## config.mk

```make
export PLATFORM = sky130hd
export DESIGN_NAME = msk_pipe_en
export DESIGN_NICKNAME = d
export VERILOG_FILES = /design/src/rtl/msk_pipe_en.sv
export SDC_FILE = /design/constraint.sdc
export NUM_CORES = 1
export LEC_CHECK = 0
export BUFFER_PORTS_ARGS = -buffer_cell sky130_fd_sc_hd__buf_2
export CAP_MARGIN = 20
export CORE_AREA = 2 2 39 41
export CTS_CLUSTER_SIZE = 20
export DETAILED_ROUTE_END_ITERATION = 12
export DIE_AREA = 0 0 41 43
export MAX_ROUTING_LAYER = met4
export SLEW_MARGIN = 20
export SYNTH_ARGS = -nofsm -noshare
export SYNTH_HDL_FRONTEND = slang
export SYNTH_SLANG_ARGS = --single-unit
```

## constraint.sdc

```tcl
create_clock -name clk -period 2.3 [get_ports clk]
set_clock_uncertainty 0.05 [all_clocks]
set_input_delay 0.23 -clock clk [delete_from_list [all_inputs] [get_ports clk]]
set_output_delay 0.23 -clock clk [all_outputs]
set_load 0.02 [all_outputs]
```

## src/rtl/msk_pipe_en.sv

```systemverilog
// Elastic pipeline for masked sharings: depth stages of share-preserving mux+register with valid/ready flow.
// Optional MSKPIPE_FLUSH_CLEAR_EN: a flush also zeroes every data register so no stale shares survive.
module msk_pipe_en #(
  parameter int d     = 2,
  parameter int count = 1,
  parameter int depth = 3
) (
  input  logic                           clk,
  input  logic                           rst,
  input  logic                           flush,
  input  logic                           in_valid,
  output logic                           in_ready,
  input  logic [count*d-1:0]             in,
  output logic                           out_valid,
  input  logic                           out_ready,
  output logic [count*d-1:0]             out,
  output logic [$clog2(depth+1)-1:0]     level
);

  localparam int W  = count * d;
  localparam int LW = $clog2(depth + 1);

  logic [depth-1:0] v_q, v_d;
  logic [depth-1:0] adv, take;
  logic [W-1:0]     data_q [depth];
  logic [W-1:0]     data_d [depth];

  // Handshake chain: a stage advances when its successor is empty or advancing itself.
  // NOTE: blocking assignments are correct here; the chain is evaluated last stage first within one pass.
  always_comb begin
    adv      = '0;
    take     = '0;
    v_d      = '0;
    in_ready = 1'b0;
    adv[depth-1] = v_q[depth-1] & out_ready;
    for (int i = depth - 2; i >= 0; i--) begin
      adv[i] = v_q[i] & (~v_q[i+1] | adv[i+1]);
    end
    in_ready = ~rst & ~flush & (~v_q[0] | adv[0]);
    take[0]  = in_valid & in_ready;
    for (int i = 1; i < depth; i++) begin
      take[i] = adv[i-1] & ~flush;
    end
    for (int i = 0; i < depth; i++) begin
      v_d[i] = ~flush & (take[i] | (v_q[i] & ~adv[i]));
    end
  end

  // Each share bit is selected independently; shares are never combined.
  always_comb begin
    data_d[0] = take[0] ? in : data_q[0];
    for (int i = 1; i < depth; i++) begin
      data_d[i] = take[i] ? data_q[i-1] : data_q[i];
    end
`ifdef MSKPIPE_FLUSH_CLEAR_EN
    if (flush) begin
      for (int i = 0; i < depth; i++) begin
        data_d[i] = '0;
      end
    end
`endif
  end

  // NOTE: the data registers are reset too, so out reads 0 under reset and no shares leak across it.
  always_ff @(posedge clk or posedge rst) begin
    if (rst) begin
      v_q <= '0;
      for (int i = 0; i < depth; i++) begin
        data_q[i] <= '0;
      end
    end else begin
      v_q    <= v_d;
      data_q <= data_d;
    end
  end

  assign out       = data_q[depth-1];
  assign out_valid = v_q[depth-1] & ~flush;
  assign level     = LW'($countones(v_q));

endmodule

```

**Word-level counts from Yosys, hierarchy flattened**

Cells that the tools add are included.
W data, S select, Z words.

- $add $sub $neg: 2
- Bitwise operators: 29

Operators by type and width:

| kind | count |
|---|---|
| $and A1 B1 Y1 | 15 |
| $not A1 Y1 | 8 |
| $or A1 B1 Y1 | 6 |
| $add A1 B1 Y2 | 1 |
| $add A2 B1 Y2 | 1 |

- Register bits: 9
- Output and inout port bits: 6
- Word-level logic and storage cells: 35

**Logic depth before layout (Yosys ltp)**

- Word-level depth: 10
- Mapped depth: 3

**Least setup slack after synthesis**

OpenSTA, ideal clock, no wires.

- Path kind: reg2out
- Start point: register v_q[0]
- End point: output level[0]
- Arrival time: 1051 ps
- Required time: 2020 ps
- Setup slack: 969 ps
- Cell stages (with the launch flop): 2
- Path through: dfrtp_1 -> fa_1

- Word-level cells in the longest chain between the ends: 2

Ends and longest elaborated chain:

| item | RTL line | source |
|---|---|---|
| from (decl) | 23 | `logic [depth-1:0] v_q, v_d;` |
| from (signal assigned) | 72 | `v_q <= v_d;` |
| $add A1 B1 Y2 (implied by the code) | 79 | `assign level = LW'($countones(v_q));` |
| $add A2 B1 Y2 (implied by the code) | 79 |  |
| to (decl) | 17 | `output logic [$clog2(depth+1)-1:0] level` |

Every way passes these cells.

**Final worst setup path**

Ends and elaborated chain as after synthesis.

==> flow_summary.ini <==
[run_status]
status = complete, no violations

[yosys]
syn-cell-area_um2 = 428
yosysWarnings = 0
synth_seq_cells = 9
ys_types = 16
synth-seq-area-share = 0.526
syn_avg_cell_area_um2 = 12.6
synth_nets = 42
syn-instance-count = 34

[power]
power_uw = 419
pwr-share-clk = 0.287
p_sw_frac = 0.274
p_int_uw = 304
combPwrFrac = 0.218
power_density_nw_per_um2 = 789
power_leakage_uw = 0.000269
p_sw_uw = 115
sequentialPowerShare = 0.495
ir_drop_v = 0.000401

[die]
io_pins = 13
die_w_um = 41
die_y_um = 43
rows = 14
start_util = 0.309
dieArea_um2 = 1760
coreArea_um2 = 1380

[clock_tree]
clkTransAtPathRegs_ns = 0.07
ctsHtreeMaxLevel = 1
cts.sinks = 9
clkLatencyLatePin_ns = 0.25
cts_setup_buffers = 0
cts.path.max_buffers = 2
cts_buffers = 3
cts_root_buf = clkbuf_4
cts_tree = done

[sta]
worst_pin_slew_ns = 0.364
hold_slack_ns = 0.145
maxSlewViolCount = 0
finalHoldViolCount = 0
period_share = 0.717
setup_violations = 0
tns_ns = 0
period_minus_slack_ns = 1.65
slew_headroom = 0.757
fmax_mhz = 606
rsz0062_at_grt = false

[route]
avgRoutedWirePerCell_um = 9.83
vias = 284
drc = 0
first_pass_iters = 2
wirelength_um = 639
antenna_left = 0
drt_iter0_markers = 1
viasPerCell = 4.37

[global_route]
grt-ovfl-total = 0
grt.total_usage = 0.103
antenna_found_initial = 0
first_global_vias = 307
grt_max_degree = 11
grt_first_pass_wirelength_um = 1150

[run]
drv_cap = 0

[setup_path]
arrival_ns = 1.37
endpoint_kind = output port
cp_max_fo = 4
r2r_start = v_q[2]
timing.rr.end = out[1]
rr_worst_depth = 3
cp-start-kind = register
crit_required_ns = 2.02
reg2reg_slack_ns = 0.93
worstSetupStartpoint = v_q[0]
crit_type = reg -> out

[layout]
final_layout_size_suffix_gt1_frac = 0.469
syn_to_final_growth_pct = 24.0
final_cells = 65
n_antenna_cell = 0
final_nets = 58

[worst_hold_path]
holdPathEnd = data_q[5]
min_path_type = in -> reg
hp-start = in[1]
min_path_cells = 2

[place]
placed_cells = 60
port_buffers = 12
gp_congestion = 0.652
[metrics by stage]
step                cell area, µm²   util  worst slack (ns)
global placement               493  0.356             0.919
global route                   531  0.383             0.581
floorplan                      428      -             0.969
finish                         531  0.383             0.650
CTS                            531  0.383             0.626
detailed placement             493  0.356             0.911
[state kept, by name (all words and copies together), names as in the netlist]
register / flops
data_q: 4
v_q: 3
out: 2
[layout by cell type (no fill, tap or decap)]
| cell | synthesis | layout |
|---|---|---|
| buf_2 | 0 | 12 |
| dfrtp_1 | 9 | 9 |
| nor2_1 | 4 | 4 |
| mux2_2 | 4 | 4 |
| clkbuf_4 | 0 | 3 |
| inv_1 | 2 | 2 |
| mux2_4 | 2 | 2 |
| a21oi_1 | 2 | 2 |
| nand4b_1 | 1 | 1 |
| nand3_1 | 1 | 1 |
| nor2b_4 | 1 | 1 |
| nor3b_1 | 1 | 1 |
| a211o_1 | 1 | 1 |
| and2_1 | 1 | 1 |
| nand2_1 | 1 | 1 |
| nor2b_1 | 1 | 1 |
| fa_1 | 1 | 1 |
| clkinv_2 | 0 | 1 |
| dlygate4sd3_1 | 0 | 1 |
[worst max-delay path: stages, from the launching register on]
cell and delay [ns]:
dfrtp_1 0.42, fa_1 0.54, buf_2 0.16
[timing repair]
| item | in CTS | in global routing |
|---|---|---|
| hold buffers | 1 | 0 |
| endpoints found under the hold margin | 9 | 0 |
| gates resized for setup | 0 | 0 |
[per-layer routing]
| layer | track usage | wire, µm |
|---|---|---|
| met5 | - | 0 |
| met4 | 0.0800 | 0 |
| met3 | 0.0314 | 52 |
| met2 | 0.147 | 307 |
| met1 | 0.114 | 280 |
[layout make-up]
type                    count  area [µm²]
fillers                   141         853
flip-flops and latches      9         225
multi-input cells          21         180
repair buffers             13        70.1
clock buffers               3        22.5
well taps                  16        20.0
inverters                   2        7.51
clock inverters             1        5.00
[how the worst max path moves through the flow]
stage | to | slack, ns | cells after the start
2_1_floorplan | level[0] | 0.97 | 1
3_3_place_gp | level[0] | 0.92 | 2
3_5_place_dp | level[0] | 0.91 | 2
4_1_cts | level[0] | 0.63 | 2
5_1_grt | level[0] | 0.58 | 2
6_report | level[0] | 0.65 | 2
[power by group through the flow]
stage	Clock, µW	Combinational [µW]	Sequential, µW
floorplan	0	84.1	206
global placement	0	89.4	211
detailed placement	0	91.6	211
CTS	127	92.9	208
global route	137	100	213
finish	120	91.1	207
[synth_stat cells]
master,n,share of area
nor2b_4,1,0.032
mux2_4,2,0.070
mux2_2,4,0.11
nor2b_1,1,0.015
dfrtp_1,9,0.53
inv_1,2,0.018
nor3b_1,1,0.018
buf_4,2,0.035
and2_1,1,0.015
fa_1,1,0.047
nand4b_1,1,0.020
nor2_1,4,0.035
a21oi_1,2,0.023
a211o_1,1,0.020
nand3_1,1,0.012
nand2_1,1,0.0088
[logic make-up after synthesis]
family	synth area share
adders and majority gates	0.0468
DFF	0.526
buffers and inverters	0.0526
and+or+nand+nor	0.155
muxes	0.175
AOI/OAI and AO/OA	0.0439
Power figures use the tool's default switching activity.
